$ cat src/rtl/alu_pkg.sv
// Shared ALU definitions: opcodes, funct7 values, ALU control codes
// and the decoded-control bundle passed between decode and execute.
package alu_pkg;

  localparam logic [6:0] OP_R      = 7'b0110011;
  localparam logic [6:0] OP_I      = 7'b0010011;
  localparam logic [6:0] OP_LOAD   = 7'b0000011;
  localparam logic [6:0] OP_STORE  = 7'b0100011;
  localparam logic [6:0] OP_BRANCH = 7'b1100011;
  localparam logic [6:0] OP_JALR   = 7'b1100111;
  localparam logic [6:0] OP_JAL    = 7'b1101111;
  localparam logic [6:0] OP_LUI    = 7'b0110111;
  localparam logic [6:0] OP_AUIPC  = 7'b0010111;

  localparam logic [6:0] F7_BASE   = 7'b0000000;
  localparam logic [6:0] F7_ALT    = 7'b0100000;
  localparam logic [6:0] F7_MULDIV = 7'b0000001;

  localparam logic [3:0] ALU_ADD    = 4'd0;
  localparam logic [3:0] ALU_SUB    = 4'd1;
  localparam logic [3:0] ALU_SLL    = 4'd2;
  localparam logic [3:0] ALU_XOR    = 4'd3;
  localparam logic [3:0] ALU_SRL    = 4'd4;
  localparam logic [3:0] ALU_SRA    = 4'd5;
  localparam logic [3:0] ALU_OR     = 4'd6;
  localparam logic [3:0] ALU_AND    = 4'd7;
  localparam logic [3:0] ALU_MUL    = 4'd8;
  localparam logic [3:0] ALU_MULH   = 4'd9;
  localparam logic [3:0] ALU_MULHSU = 4'd10;
  localparam logic [3:0] ALU_MULHU  = 4'd11;
  localparam logic [3:0] ALU_DIV    = 4'd12;
  localparam logic [3:0] ALU_DIVU   = 4'd13;
  localparam logic [3:0] ALU_REM    = 4'd14;
  localparam logic [3:0] ALU_REMU   = 4'd15;

  typedef struct packed {
    logic       alusrc;
    logic [3:0] ctrl;
    logic       cmp;
    logic       uns;
    logic       illegal;
  } alu_dec_t;

  // Base-ISA funct3 mapping shared by R-type and OP-IMM
  function automatic alu_dec_t base_f3(input logic [2:0] f3);
    alu_dec_t d;
    d = '0;
    unique case (f3)
      3'b000: d.ctrl = ALU_ADD;
      3'b001: d.ctrl = ALU_SLL;
      3'b010: begin
        d.ctrl = ALU_SUB;
        d.cmp  = 1'b1;
      end
      3'b011: begin
        d.ctrl = ALU_SUB;
        d.cmp  = 1'b1;
        d.uns  = 1'b1;
      end
      3'b100: d.ctrl = ALU_XOR;
      3'b101: d.ctrl = ALU_SRL;
      3'b110: d.ctrl = ALU_OR;
      3'b111: d.ctrl = ALU_AND;
    endcase
    return d;
  endfunction

endpackage

$ cat src/rtl/alu_decode_comb.sv
// Combinational instruction -> ALU control decode.
// Undecodable encodings come out as illegal with all other fields ADD/0.
module alu_decode_comb
  import alu_pkg::*;
#(
  parameter bit EN_M = 1'b1
) (
  input  logic [31:0] inst_i,
  output alu_dec_t    dec_o
);

  logic [6:0] op;
  logic [2:0] f3;
  logic [6:0] f7;
  logic       is_r, is_i, is_br, is_jal, is_addr;
  alu_dec_t   base;
  logic       unused_ok;

  assign op = inst_i[6:0];
  assign f3 = inst_i[14:12];
  assign f7 = inst_i[31:25];
  assign unused_ok = ^{inst_i[24:15], inst_i[11:7]};

  assign is_r    = (op == OP_R);
  assign is_i    = (op == OP_I);
  assign is_br   = (op == OP_BRANCH);
  assign is_jal  = (op == OP_JAL);
  assign is_addr = (op == OP_LOAD) || (op == OP_STORE) ||
                   (op == OP_JALR) || (op == OP_LUI) ||
                   (op == OP_AUIPC);

  assign base = base_f3(f3);

  always_comb begin
    dec_o         = '0;
    dec_o.illegal = 1'b1;
    unique case (1'b1)
      is_r: begin
        if (f7 == F7_BASE) begin
          dec_o = base;
        end else if (f7 == F7_ALT &&
                     (f3 == 3'b000 || f3 == 3'b101)) begin
          dec_o.illegal = 1'b0;
          dec_o.ctrl    = f3[2] ? ALU_SRA : ALU_SUB;
        end else if (f7 == F7_MULDIV && EN_M) begin
          dec_o.illegal = 1'b0;
          dec_o.ctrl    = {1'b1, f3};
          dec_o.uns     = f3[0] & (f3[1] | f3[2]);
        end
      end
      is_i: begin
        if ((f3 != 3'b001 && f3 != 3'b101) ||
            f7 == F7_BASE) begin
          dec_o        = base;
          dec_o.alusrc = 1'b1;
        end else if (f3 == 3'b101 && f7 == F7_ALT) begin
          dec_o.illegal = 1'b0;
          dec_o.alusrc  = 1'b1;
          dec_o.ctrl    = ALU_SRA;
        end
      end
      is_br: begin
        dec_o.illegal = 1'b0;
        dec_o.ctrl    = ALU_SUB;
        dec_o.uns     = f3[2] & f3[1];
      end
      is_addr: begin
        dec_o.illegal = 1'b0;
        dec_o.alusrc  = 1'b1;
      end
      is_jal: dec_o.illegal = 1'b0;
      default: ;
    endcase
  end

endmodule

$ cat src/rtl/alu_decode_stage.sv
// Registered ALU decode stage: output register plus one skid entry,
// registered in_ready, and a saturating illegal-instruction counter.
module alu_decode_stage
  import alu_pkg::*;
#(
  parameter int CTRL_W    = 4,
  parameter bit EN_M      = 1'b1,
  parameter int ILL_CNT_W = 8
) (
  input  logic                 clk,
  input  logic                 rst_n,
  input  logic                 flush,
  input  logic                 in_valid,
  output logic                 in_ready,
  input  logic [31:0]          in_inst,
  output logic                 out_valid,
  input  logic                 out_ready,
  output logic                 out_alusrc,
  output logic [CTRL_W-1:0]    out_aluctrl,
  output logic                 out_cmp,
  output logic                 out_unsigned,
  output logic                 out_illegal,
  output logic [ILL_CNT_W-1:0] ill_cnt,
  input  logic                 ill_cnt_clr
);

  alu_dec_t dec;
  alu_dec_t out_q, out_d;
  alu_dec_t skid_q, skid_d;
  logic     out_v_q, out_v_d;
  logic     skid_v_q, skid_v_d;
  logic     rdy_q;
  logic     acc, drain;
  logic [ILL_CNT_W-1:0] cnt_q, cnt_d;

  alu_decode_comb #(.EN_M(EN_M)) u_dec (
    .inst_i (in_inst),
    .dec_o  (dec)
  );

  assign acc   = in_valid & rdy_q;
  assign drain = out_v_q & out_ready;

  always_comb begin
    out_d    = out_q;
    out_v_d  = out_v_q;
    skid_d   = skid_q;
    skid_v_d = skid_v_q;
    if (flush) begin
      out_v_d  = 1'b0;
      skid_v_d = 1'b0;
    end else if (!out_v_q || drain) begin
      if (skid_v_q) begin
        out_d    = skid_q;
        out_v_d  = 1'b1;
        skid_v_d = 1'b0;
      end else begin
        out_v_d = acc;
        if (acc) out_d = dec;
      end
    end else if (acc) begin
      skid_d   = dec;
      skid_v_d = 1'b1;
    end
  end

  always_comb begin
    cnt_d = cnt_q;
    if (ill_cnt_clr)
      cnt_d = '0;
    else if (drain && out_q.illegal && !flush && cnt_q != '1)
      cnt_d = cnt_q + 1'b1;
  end

  always_ff @(posedge clk or negedge rst_n) begin
    if (!rst_n) begin
      out_q    <= '0;
      out_v_q  <= 1'b0;
      skid_q   <= '0;
      skid_v_q <= 1'b0;
      rdy_q    <= 1'b1;
      cnt_q    <= '0;
    end else begin
      out_q    <= out_d;
      out_v_q  <= out_v_d;
      skid_q   <= skid_d;
      skid_v_q <= skid_v_d;
      rdy_q    <= !skid_v_d;
      cnt_q    <= cnt_d;
    end
  end

  assign in_ready     = rdy_q;
  assign out_valid    = out_v_q;
  assign out_alusrc   = out_q.alusrc;
  assign out_aluctrl  = CTRL_W'(out_q.ctrl);
  assign out_cmp      = out_q.cmp;
  assign out_unsigned = out_q.uns;
  assign out_illegal  = out_q.illegal;
  assign ill_cnt      = cnt_q;

endmodule

$ cat config.mk
export PLATFORM = sky130hd
export DESIGN_NAME = alu_decode_stage
export DESIGN_NICKNAME = d
export VERILOG_FILES = /design/src/rtl/alu_pkg.sv /design/src/rtl/alu_decode_comb.sv /design/src/rtl/alu_decode_stage.sv
export SDC_FILE = /design/constraint.sdc
export NUM_CORES = 1
export LEC_CHECK = 0
export ABC_CLOCK_PERIOD_IN_PS = 1550
export BUFFER_PORTS_ARGS = -buffer_cell sky130_fd_sc_hd__buf_2
export CAP_MARGIN = 20
export CORE_ASPECT_RATIO = 0.5
export CORE_MARGIN = 2
export CORE_UTILIZATION = 47
export CTS_BUF_LIST = sky130_fd_sc_hd__clkbuf_4 sky130_fd_sc_hd__clkbuf_8
export CTS_CLUSTER_SIZE = 16
export DETAILED_ROUTE_END_ITERATION = 7
export PLACE_DENSITY = 0.82
export REMOVE_ABC_BUFFERS = 1
export SLEW_MARGIN = 40
export SYNTH_ARGS = -nofsm -noshare
export SYNTH_HDL_FRONTEND = slang
export SYNTH_HIERARCHICAL = 1
export SYNTH_SLANG_ARGS = --single-unit
$ cat constraint.sdc
create_clock -name clk -period 1.55 [get_ports clk]
set_clock_uncertainty 0.05 [all_clocks]
set_input_delay 0.0775 -clock clk [delete_from_list [all_inputs] [get_ports clk]]
set_output_delay 0.0775 -clock clk [all_outputs]
set_load 0.01 [all_outputs]
==> impl_metrics.env, run 1 <==
export IMPL_run_status="finished, final reports clean"
export IMPL_highest_ir_drop_seen_on_vdd_mv=0.415
export IMPL_yosys_top_cells_count="dfrtp_1, a21oi_1, nor2_1, nand2_1, mux2i_1"
export IMPL_hold_fails_final_rpt=0
export IMPL_tightestPinTransition_ns=0.594
export IMPL_final_cycle_utilization_of_the_critical_path_pct=97.0
export IMPL_initial_core_util_pct=48.1
export IMPL_cts_htree_levels=1
export IMPL_synth_area_mm2=0.00162
export IMPL_drt_pass1_iter_count=4
export IMPL_worst_slack_ns=0.0468
export IMPL_yosys_cell_types_count=49
export IMPL_gp_congestion=0.844
export IMPL_layout_min_cycle_time_ns=1.50
export IMPL_synth_top_area_share_pct=40.1
export IMPL_holdCritPathClass="primary input to flip-flop"
export IMPL_p_total_w=0.00150
export IMPL_async_reset_ff_share_pct=100
export IMPL_drc_violation_count_after_routing=0
export IMPL_area_taken_by_multi_input_logic_gates_um2=935
export IMPL_rsz0062_at_grt="yes"
export IMPL_cp_data_required_time_ns=1.72
export IMPL_slew_violations=0
export IMPL_synth_area_top_cells="dfrtp_1, mux2i_1, a21oi_1"
export IMPL_numCtsBuffers=3
export IMPL_cts_root_buf="clkbuf_8"
export IMPL_pin_count=56
export IMPL_grt_pass1_wl_um=6230
export IMPL_antenna_diode_count=0
export IMPL_globalRouteOverflowTotal=0
export IMPL_synth_ff_latch_count=27
export IMPL_end_kind="flip-flop"
export IMPL_crit_path_start_kind="primary input"
export IMPL_setup_violations=0
export IMPL_syn_avg_cell_area_um2=9.67
export IMPL_grt_antenna_before_repair=0
export IMPL_wp_data_arrival_ns=1.67
export IMPL_area_delta_synth_final_pct=35.9
export IMPL_fin_cells=281
export IMPL_clock_tree_from_tritoncts="built"
export IMPL_detailedRoute_firstIterationViolations=80
export IMPL_relSlewSlack_pct=60.4
export IMPL_worst_setup_hold_path_clk_slew_ns=0.10
export IMPL_tns_setup_ns=0
export IMPL_die_height_um=45.6
export IMPL_critPathKind="primary input to flip-flop"
export IMPL_dp_final_hpwl_um=2910
export IMPL_first_global_vias=1447
export IMPL_synth_largest_area_cell="dfrtp_1"
export IMPL_seq_area_um2=677
export IMPL_detail_route_antenna_nets=0
export IMPL_worst_skew_pair_latency_ns=0.28
export IMPL_synth_edf_count=0
export IMPL_fillers=287
export IMPL_cts_buffer_depth=2
export IMPL_synth_most_common_cell="dfrtp_1"
export IMPL_placement_setup_worst_slack_ns=-0.359
export IMPL_place_detailed_instances=272
export IMPL_yosysSeqAreaShare_pct=41.7
export IMPL_via_count=1532
export IMPL_final_net_count=279
export IMPL_sink_count=27
export IMPL_port_buffer_count=40
export IMPL_fraction_of_final_layout_cells_sized_beyond_drive_strength_1_pct=41.4
export IMPL_maxCapViolations=0
export IMPL_core_area_mm2=0.00338
export IMPL_p_leak_nw=1.04
export IMPL_post_drt_via_cell_ratio=5.45
export IMPL_max_fclk_mhz=665
export IMPL_avgRoutedWirePerCell_um=13.9
export IMPL_hold_worst_slack_ns=0.0204
export IMPL_synthCells=168
export IMPL_grt_usage_pct=20.1
export IMPL_crit_fanout=3
export IMPL_wl_um=3910
export IMPL_yosys_warnings=6
export IMPL_synth_top_flop_cell="dfrtp_1"
export IMPL_floorplan_die_area_mm2=0.00397
export IMPL_power_density_cell_area_mw_per_mm2=680
export IMPL_placement_rows=15
export IMPL_chipWidth_um=87.1
export IMPL_grt_start_max_net_pins=28
-- final timing paths --
check                      cells after the start                          to                   from  slack, ns
min reg2reg                                    1       skid_q[2]$_DFFE_PN0P_  skid_q[2]$_DFFE_PN0P_       0.47
max reg2reg                                    4       skid_q[4]$_DFFE_PN0P_     in_ready$_DFF_PN1_       0.09
min                                            2      ill_cnt[4]$_DFFE_PN0P_            ill_cnt_clr       0.02
max in group asynchronous                      2      ill_cnt[6]$_DFFE_PN0P_                  rst_n       0.78
min in group asynchronous                      2  out_aluctrl[1]$_DFFE_PN0P_                  rst_n       0.27
max                                            8  out_aluctrl[0]$_DFFE_PN0P_            in_inst[28]       0.05
-- what timing repair did --
item | 4_1_cts | 5_1_grt
endpoints found under the setup margin | 1 | 10
resized for setup | 2 | 7
hold endpoints to repair | 27 | 0
pin swaps | 4 | 4
hold buffers | 2 | 0
setup buffers | 2 | 1
gates cloned | 0 | 0
-- cell type report --
cell class                      instances  area share (%)
Clock inverter                          1           0.397
Tap cell                               42            2.38
Clock buffer                            3            1.87
Sequential cell                        27            30.7
Inverter                                4           0.680
Multi-Input combinational cell        131            42.3
Timing Repair Buffer                   73            21.7
-- sequential cells by signal, summed over array words and instances, names as in the netlist --
signal / cells
in_ready: 1
out_alusrc: 1
ill_cnt: 8
skid_q: 8
skid_v_q: 1
out_unsigned: 1
out_aluctrl: 4
out_illegal: 1
out_cmp: 1
out_valid: 1
-- cell usage in the layout, fill, tap and decap left out, drive strengths merged, types with 3 or more instances in the layout --
cell type and n:
and2 3, mux2 8, nand4 3, or3 4, a211oi 3, mux2i 10
inv 5, dfrtp 26, and4b 3, clkbuf 3, nor2 19, nand2 12
a21oi 19, o21ai 8, nand2b 3, nor3 4, xor2 3, buf 71
nor2b 3
-- cell families (layout without fill, tap and decap cells) --
logic type	after synthesis	in the layout	share of synthesized area, %
AO/OA/AOI/OAI	40	40	15.2
XOR/XNOR	5	5	2.70
adder cells (fa/ha/maj)	1	1	0.770
buffers and inverters	10	81	3.00
flip-flops	27	27	41.7
multiplexers	18	18	11.7
AND/OR/NAND/NOR	67	67	25.0
-- per-stage QoR --
stage          util [%]  cell area [um2]
3_5_place_dp       61.1             2070
2_1_floorplan         -             1590
3_3_place_gp       61.1             2070
4_1_cts            64.1             2170
6_report           65.3             2210
5_1_grt            65.3             2210
-- critical path, stage by stage --
cell and delay (ns):
buf_6 0.09, nor4_4 0.30, a31oi_1 0.16, or3_4 0.34, or3_1 0.32, a21oi_2 0.15
mux2i_1 0.08, a21oi_1 0.14
-- layer usage --
layer	global-route usage (%)	up-vias	routed length, um
met2	40.0	39	2050
met3	3.26	6	121
met4	5.23	0	58
li1	-	750	-
met5	0	-	0
met1	23.1	737	1670
-- report_power, final --
group	internal (W)	total (W)	switching, W
Sequential	0.000749	0.000772	0.0000228
Clock	0.000189	0.000425	0.000236
Combinational	0.000144	0.000305	0.000161
Total	0.00108	0.00150	0.000420
Note: power is estimated with default switching activity, not from simulation.
==> run 2: changes to the inputs <==
ABC_AREA = 1   (was unset)
CORE_UTILIZATION = 49   (was 47)
==> run 2 against run 1 <==
- clock power down 5.9%
- power down 6.2%
- final cell count up 40%
- sequential power fell by 2%
- die area grew 15%
- flip-flop and latch count stayed put
- critical path depth shrank 1
- design area increased by 3.5%
- routed wire length up 3.4%
- synthesized cell count up 76%
- fmax is 5.4% higher
- global-route usage down 1.6 points
- largest cell class unchanged
- highest routed layer unchanged
==> impl_metrics.env, run 2 <==
export IMPL_run_status="finished, final reports clean"
export IMPL_sink_count=27
export IMPL_floorplan_die_area_mm2=0.00458
export IMPL_maxCapViolations=0
export IMPL_cts_htree_levels=1
export IMPL_synth_area_mm2=0.00197
export IMPL_synth_top_area_share_pct=33.0
export IMPL_whs_path_depth=2
export IMPL_synth_most_common_cell="nand2_1"
export IMPL_avgRoutedWirePerCell_um=10.3
export IMPL_timing_reg2reg_worst_path_depth=7
export IMPL_gp_congestion=0.884
export IMPL_numCtsBuffers=3
export IMPL_yosysSeqAreaShare_pct=34.3
export IMPL_async_reset_ff_share_pct=100
export IMPL_area_delta_synth_final_pct=15.8
export IMPL_cts_root_buf="clkbuf_8"
export IMPL_first_global_vias=1696
export IMPL_critical_path_cell_chain="nand2_1, nand2_1, nand2_2, nor2_4, inv_2, nand2_1, nand2_1"
export IMPL_slew_violations=0
export IMPL_yosys_top_cells_count="nand2_1, nand3_1, nor2_1, inv_1, dfrtp_1"
export IMPL_final_net_count=379
export IMPL_fin_cells=393
export IMPL_chipWidth_um=93.7
export IMPL_rsz0062_at_grt="no"
export IMPL_worst_skew_pair_latency_ns=0.27
export IMPL_layout_min_cycle_time_ns=1.43
export IMPL_seq_area_um2=677
export IMPL_timing_hold_worst_start="flush"
export IMPL_pin_count=56
export IMPL_hold_fails_final_rpt=0
export IMPL_relSlewSlack_pct=61.9
export IMPL_drc_violation_count_after_routing=0
export IMPL_max_fclk_mhz=701
export IMPL_power_density_cell_area_mw_per_mm2=616
export IMPL_crit_reg2reg_launch="in_ready$_DFF_PN1_"
export IMPL_placement_rows=16
export IMPL_wl_um=4040
export IMPL_p_leak_nw=1.28
export IMPL_grt_pass1_wl_um=6970
export IMPL_highest_ir_drop_seen_on_vdd_mv=0.314
export IMPL_grt_antenna_before_repair=0
export IMPL_area_taken_by_multi_input_logic_gates_mm2=0.00111
export IMPL_via_count=1915
export IMPL_place_detailed_instances=385
export IMPL_synth_largest_area_cell="dfrtp_1"
export IMPL_fillers=364
export IMPL_final_cell_mix="nand2_1, buf_2, nand3_1"
export IMPL_setup_violations=0
export IMPL_detailedRoute_firstIterationViolations=110
export IMPL_clock_tree_from_tritoncts="built"
export IMPL_crit_fanout=8
export IMPL_port_buffer_count=40
export IMPL_holdCritPathClass="primary input to flip-flop"
export IMPL_synth_top_flop_cell="dfrtp_1"
export IMPL_core_area_mm2=0.00388
export IMPL_tns_setup_ns=0
export IMPL_antenna_diode_count=0
export IMPL_cts_buffer_depth=2
export IMPL_min_to="out_valid$_DFFE_PN0P_"
export IMPL_post_cts_resized=0
export IMPL_worst_path_max_delay_cell="dfstp_2"
export IMPL_synth_area_top_cells="dfrtp_1, nand2_1, nand3_1"
export IMPL_grt_start_max_net_pins=28
export IMPL_synth_edf_count=0
export IMPL_layout_cells_most_common="nand2_1"
export IMPL_drt_pass1_iter_count=4
export IMPL_wp_data_arrival_ns=1.53
export IMPL_worst_r2r_setup_slack_ns=0.12
export IMPL_die_height_um=48.9
export IMPL_dp_final_hpwl_um=3190
export IMPL_grt_usage_pct=18.5
export IMPL_critPathKind="flip-flop to flip-flop"
export IMPL_yosys_warnings=6
export IMPL_post_drt_via_cell_ratio=4.87
export IMPL_cp_data_required_time_ns=1.66
export IMPL_final_cycle_utilization_of_the_critical_path_pct=92.1
export IMPL_crit_path_start_kind="flip-flop"
export IMPL_fraction_of_final_layout_cells_sized_beyond_drive_strength_1_pct=26.8
export IMPL_yosys_cell_types_count=26
export IMPL_synth_ff_latch_count=27
export IMPL_maximum_cell_stage_delay_along_the_critical_path_ns=0.57
export IMPL_synthCells=296
export IMPL_syn_avg_cell_area_um2=6.67
export IMPL_critPathMostFrequentCell="nand2_1"
export IMPL_worst_setup_hold_path_clk_slew_ns=0.08
export IMPL_initial_core_util_pct=50.8
export IMPL_detail_route_antenna_nets=0
export IMPL_globalRouteOverflowTotal=0
export IMPL_end_kind="flip-flop"
export IMPL_worst_reg2reg_path_endpoint="out_cmp$_DFFE_PN0P_"
export IMPL_tightestPinTransition_ns=0.572
==> run 2: cell count changes after synthesis, moves of 8 or more <==
cell,change
a21oi_1,-17
nand2_1,+98
mux2i_1,-10
nand3_1,+31
inv_1,+26
nor2_1,+12
inv_2,+9
mux2_2,-8
==> run 2: worst max path at each step <==
stage	startpoint	to	slack [ns]	cells after the start
global route	in_ready$_DFF_PN1_	out_cmp$_DFFE_PN0P_	0.002	7
finish	in_ready$_DFF_PN1_	out_cmp$_DFFE_PN0P_	0.12	7
detailed placement	in_inst[29]	out_unsigned$_DFFE_PN0P_	0.11	11
CTS	in_ready$_DFF_PN1_	out_cmp$_DFFE_PN0P_	0.11	7
global placement	in_inst[28]	out_unsigned$_DFFE_PN0P_	0.17	11
floorplan	ill_cnt[1]$_DFFE_PN0P_	ill_cnt[3]$_DFFE_PN0P_	0.25	8
==> run 2: repair_timing <==
| item | in CTS | in global routing |
|---|---|---|
| setup buffers | 0 | 3 |
| hold buffers | 1 | 0 |
| endpoints found under the hold margin | 26 | 0 |
| setup endpoints to repair | 0 | 1 |
==> run 2: logic make-up after synthesis <==
group           share of synthesized area, %
buf+inv                                 9.64
flops                                   34.3
simple gates                            46.1
compound gates                          9.32
fa+ha+maj                              0.634
==> run 2: metal layers <==
layer	share of wire, %	routed length [um]	GRT usage [%]
met2	47	1900	32.9
met4	0.89	36	5.07
met3	4.9	198	2.78
met5	0	0	0
met1	47	1900	23.6
==> run 2: cell type report <==
type | instances | share of cell area [%]
clock buffers | 4 | 2.14
inverters | 40 | 6.68
multi-input cells | 224 | 48.4
flip-flops and latches | 27 | 29.6
well taps | 54 | 2.96
repair buffers | 44 | 10.2
==> run 2: where the power goes <==
part,internal (W),switching [W]
combinational,0.0000926,0.000162
sequential,0.000734,0.0000200
clock,0.000201,0.000198
==> run 2: per-stage QoR <==
step	setup WS [ns]	util (%)	cell area [um2]	power, W	hold WS, ns
detailed placement	0.109	56.7	2200	0.00101	0.0583
floorplan	0.252	-	1940	0.000910	-0.268
global route	0.00180	58.8	2280	0.00149	0.0446
CTS	0.108	58.2	2260	0.00142	0.0232
finish	0.123	58.8	2280	0.00141	0.0237
global placement	0.167	56.7	2200	0.00100	0.0569
==> run 2: critical path: cells and delay by family, from the launching register on <==
kind,cells,cell delay [ns]
buffers and inverters,1,0.12
AND/OR/NAND/NOR,6,0.58
flip-flops,1,0.57
==> run 3: changes to the inputs <==
BUFFER_PORTS_ARGS = unset   (was -buffer_cell sky130_fd_sc_hd__buf_2)
CELL_PAD_IN_SITES_DETAIL_PLACEMENT = 0   (was unset)
CELL_PAD_IN_SITES_GLOBAL_PLACEMENT = 1   (was unset)
CORE_UTILIZATION = 41   (was 49)
DONT_BUFFER_PORTS = 1   (was unset)
PLACE_DENSITY = 0.81   (was 0.82)
==> run 3 against run 2 <==
- critical path depth is the same
- combinational power fell by 24%
- design area decreased by 5.4%
- utilization decreased by 11 points
==> impl_metrics.env, run 3 (synthesis gave the netlist of run 2 again) <==
export IMPL_wp_data_arrival_ns=1.50
export IMPL_avgRoutedWirePerCell_um=11.1
export IMPL_p_total_w=0.00140
export IMPL_final_net_count=344
export IMPL_end_kind="flip-flop"
export IMPL_slew_violations=0
export IMPL_crit_fanout=9
export IMPL_chipWidth_um=102
export IMPL_layout_cells_most_common="nand2_1"
export IMPL_core_area_mm2=0.00451
export IMPL_dp_final_hpwl_um=3160
export IMPL_highest_ir_drop_seen_on_vdd_mv=0.214
export IMPL_initial_core_util_pct=43.8
export IMPL_cts_htree_levels=1
export IMPL_cp_data_required_time_ns=1.68
export IMPL_holdCritPathClass="primary input to flip-flop"
export IMPL_first_global_vias=1632
export IMPL_numCtsBuffers=3
export IMPL_port_buffer_count=0
export IMPL_gp_congestion=0.809
export IMPL_relSlewSlack_pct=76.6
export IMPL_hold_fails_final_rpt=0
export IMPL_placement_rows=17
export IMPL_fin_cells=370
export IMPL_cts_buffer_depth=2
export IMPL_worst_setup_hold_path_clk_slew_ns=0.10
export IMPL_crit_path_start_kind="flip-flop"
export IMPL_grt_antenna_before_repair=0
export IMPL_post_cts_buffers=0
export IMPL_setup_violations=0
export IMPL_max_fclk_mhz=727
export IMPL_floorplan_die_area_mm2=0.00542
export IMPL_grt_usage_pct=16.7
export IMPL_pin_count=56
export IMPL_die_height_um=53.1
export IMPL_power_density_cell_area_mw_per_mm2=647
export IMPL_via_count=1767
export IMPL_drt_pass1_iter_count=4
export IMPL_maxCapViolations=0
export IMPL_fillers=473
export IMPL_critPathKind="flip-flop to flip-flop"
export IMPL_layout_min_cycle_time_ns=1.38
export IMPL_post_drt_via_cell_ratio=4.78
export IMPL_grt_start_max_net_pins=28
export IMPL_worst_skew_pair_latency_ns=0.28
export IMPL_detail_route_antenna_nets=0
export IMPL_area_delta_synth_final_pct=9.51
export IMPL_sink_count=27
export IMPL_cts_root_buf="clkbuf_8"
export IMPL_drc_violation_count_after_routing=0
export IMPL_grt_pass1_wl_um=7110
export IMPL_p_leak_nw=1.13
export IMPL_final_cycle_utilization_of_the_critical_path_pct=88.7
export IMPL_tightestPinTransition_ns=0.351
export IMPL_detailedRoute_firstIterationViolations=58
export IMPL_wl_um=4120
export IMPL_tns_setup_ns=0
export IMPL_clock_tree_from_tritoncts="built"
export IMPL_fraction_of_final_layout_cells_sized_beyond_drive_strength_1_pct=17.1
export IMPL_run_status="finished, final reports clean"
export IMPL_final_cell_mix="nand2_1, nand3_1, nor2_1"
export IMPL_rsz0062_at_grt="no"
export IMPL_antenna_diode_count=0
export IMPL_globalRouteOverflowTotal=0
export IMPL_place_detailed_instances=360
run 3: cell types whose count changed in the layout (fill, tap and decap cells not counted), sizes merged:
cell | previous run | this run
inv | 40 | 41
buf | 43 | 4
clkbuf | 4 | 3
dlygate4sd3 | 1 | 5
run 3: worst paths after layout:
check / startpoint / end / slack (ns) / cells past startpoint
max: in_ready$_DFF_PN1_ / out_aluctrl[1]$_DFFE_PN0P_ / 0.17 / 7
min: in_valid / skid_q[3]$_DFFE_PN0P_ / 0.03 / 2
max reg2reg: in_ready$_DFF_PN1_ / out_aluctrl[1]$_DFFE_PN0P_ / 0.17 / 7
min reg2reg: skid_q[3]$_DFFE_PN0P_ / skid_q[3]$_DFFE_PN0P_ / 0.44 / 2
max in group asynchronous: rst_n / in_ready$_DFF_PN1_ / 1.04 / 2
min in group asynchronous: rst_n / ill_cnt[0]$_DFFE_PN0P_ / 0.18 / 2
run 3: layer usage:
layer	global-route usage [%]	vias up	part of all wire (%)
li1	-	945	-
met1	21.9	786	49
met2	28.2	34	46
met3	4.23	2	4.9
met4	3.33	0	0.51
met5	0	-	0
run 3: metrics by stage:
step / cell area [um2] / hold slack [ns] / setup WS, ns / utilization (%)
floorplan: 1940 / -0.268 / 0.252 / -
global placement: 2040 / -0.268 / 0.176 / 45.3
detailed placement: 2040 / -0.267 / 0.165 / 45.3
CTS: 2160 / 0.0254 / 0.146 / 47.9
global route: 2160 / 0.0384 / 0.0466 / 47.9
finish: 2160 / 0.0322 / 0.174 / 47.9
run 3: final cells by class:
class	instances	area (um2)	share of cell area [%]
multi-input cells	224	1110	51.2
inverters	40	153	7.06
repair buffers	9	92.6	4.28
clock buffers	3	41.3	1.91
well taps	66	82.6	3.82
clock inverters	1	8.76	0.405
flip-flops and latches	27	677	31.3
run 3: what timing repair did:
| item | 4_1_cts | 5_1_grt |
|---|---|---|
| hold buffers | 6 | 0 |
| resized for setup | 0 | 0 |
| endpoints found under the hold margin | 33 | 0 |
run 3: report_power, final:
group	internal, W	total (W)	switching [W]
Combinational	0.0000694	0.000195	0.000126
Sequential	0.000734	0.000765	0.0000307
Clock	0.000189	0.000438	0.000249
run 3: critical path, cell delays in order, from the launching register on:
cell	delay, ns
dfstp_2	0.54
nand2_1	0.05
nand2_1	0.08
nand2_2	0.08
nor2_4	0.21
inv_2	0.13
nand2_1	0.08
nand2_1	0.06
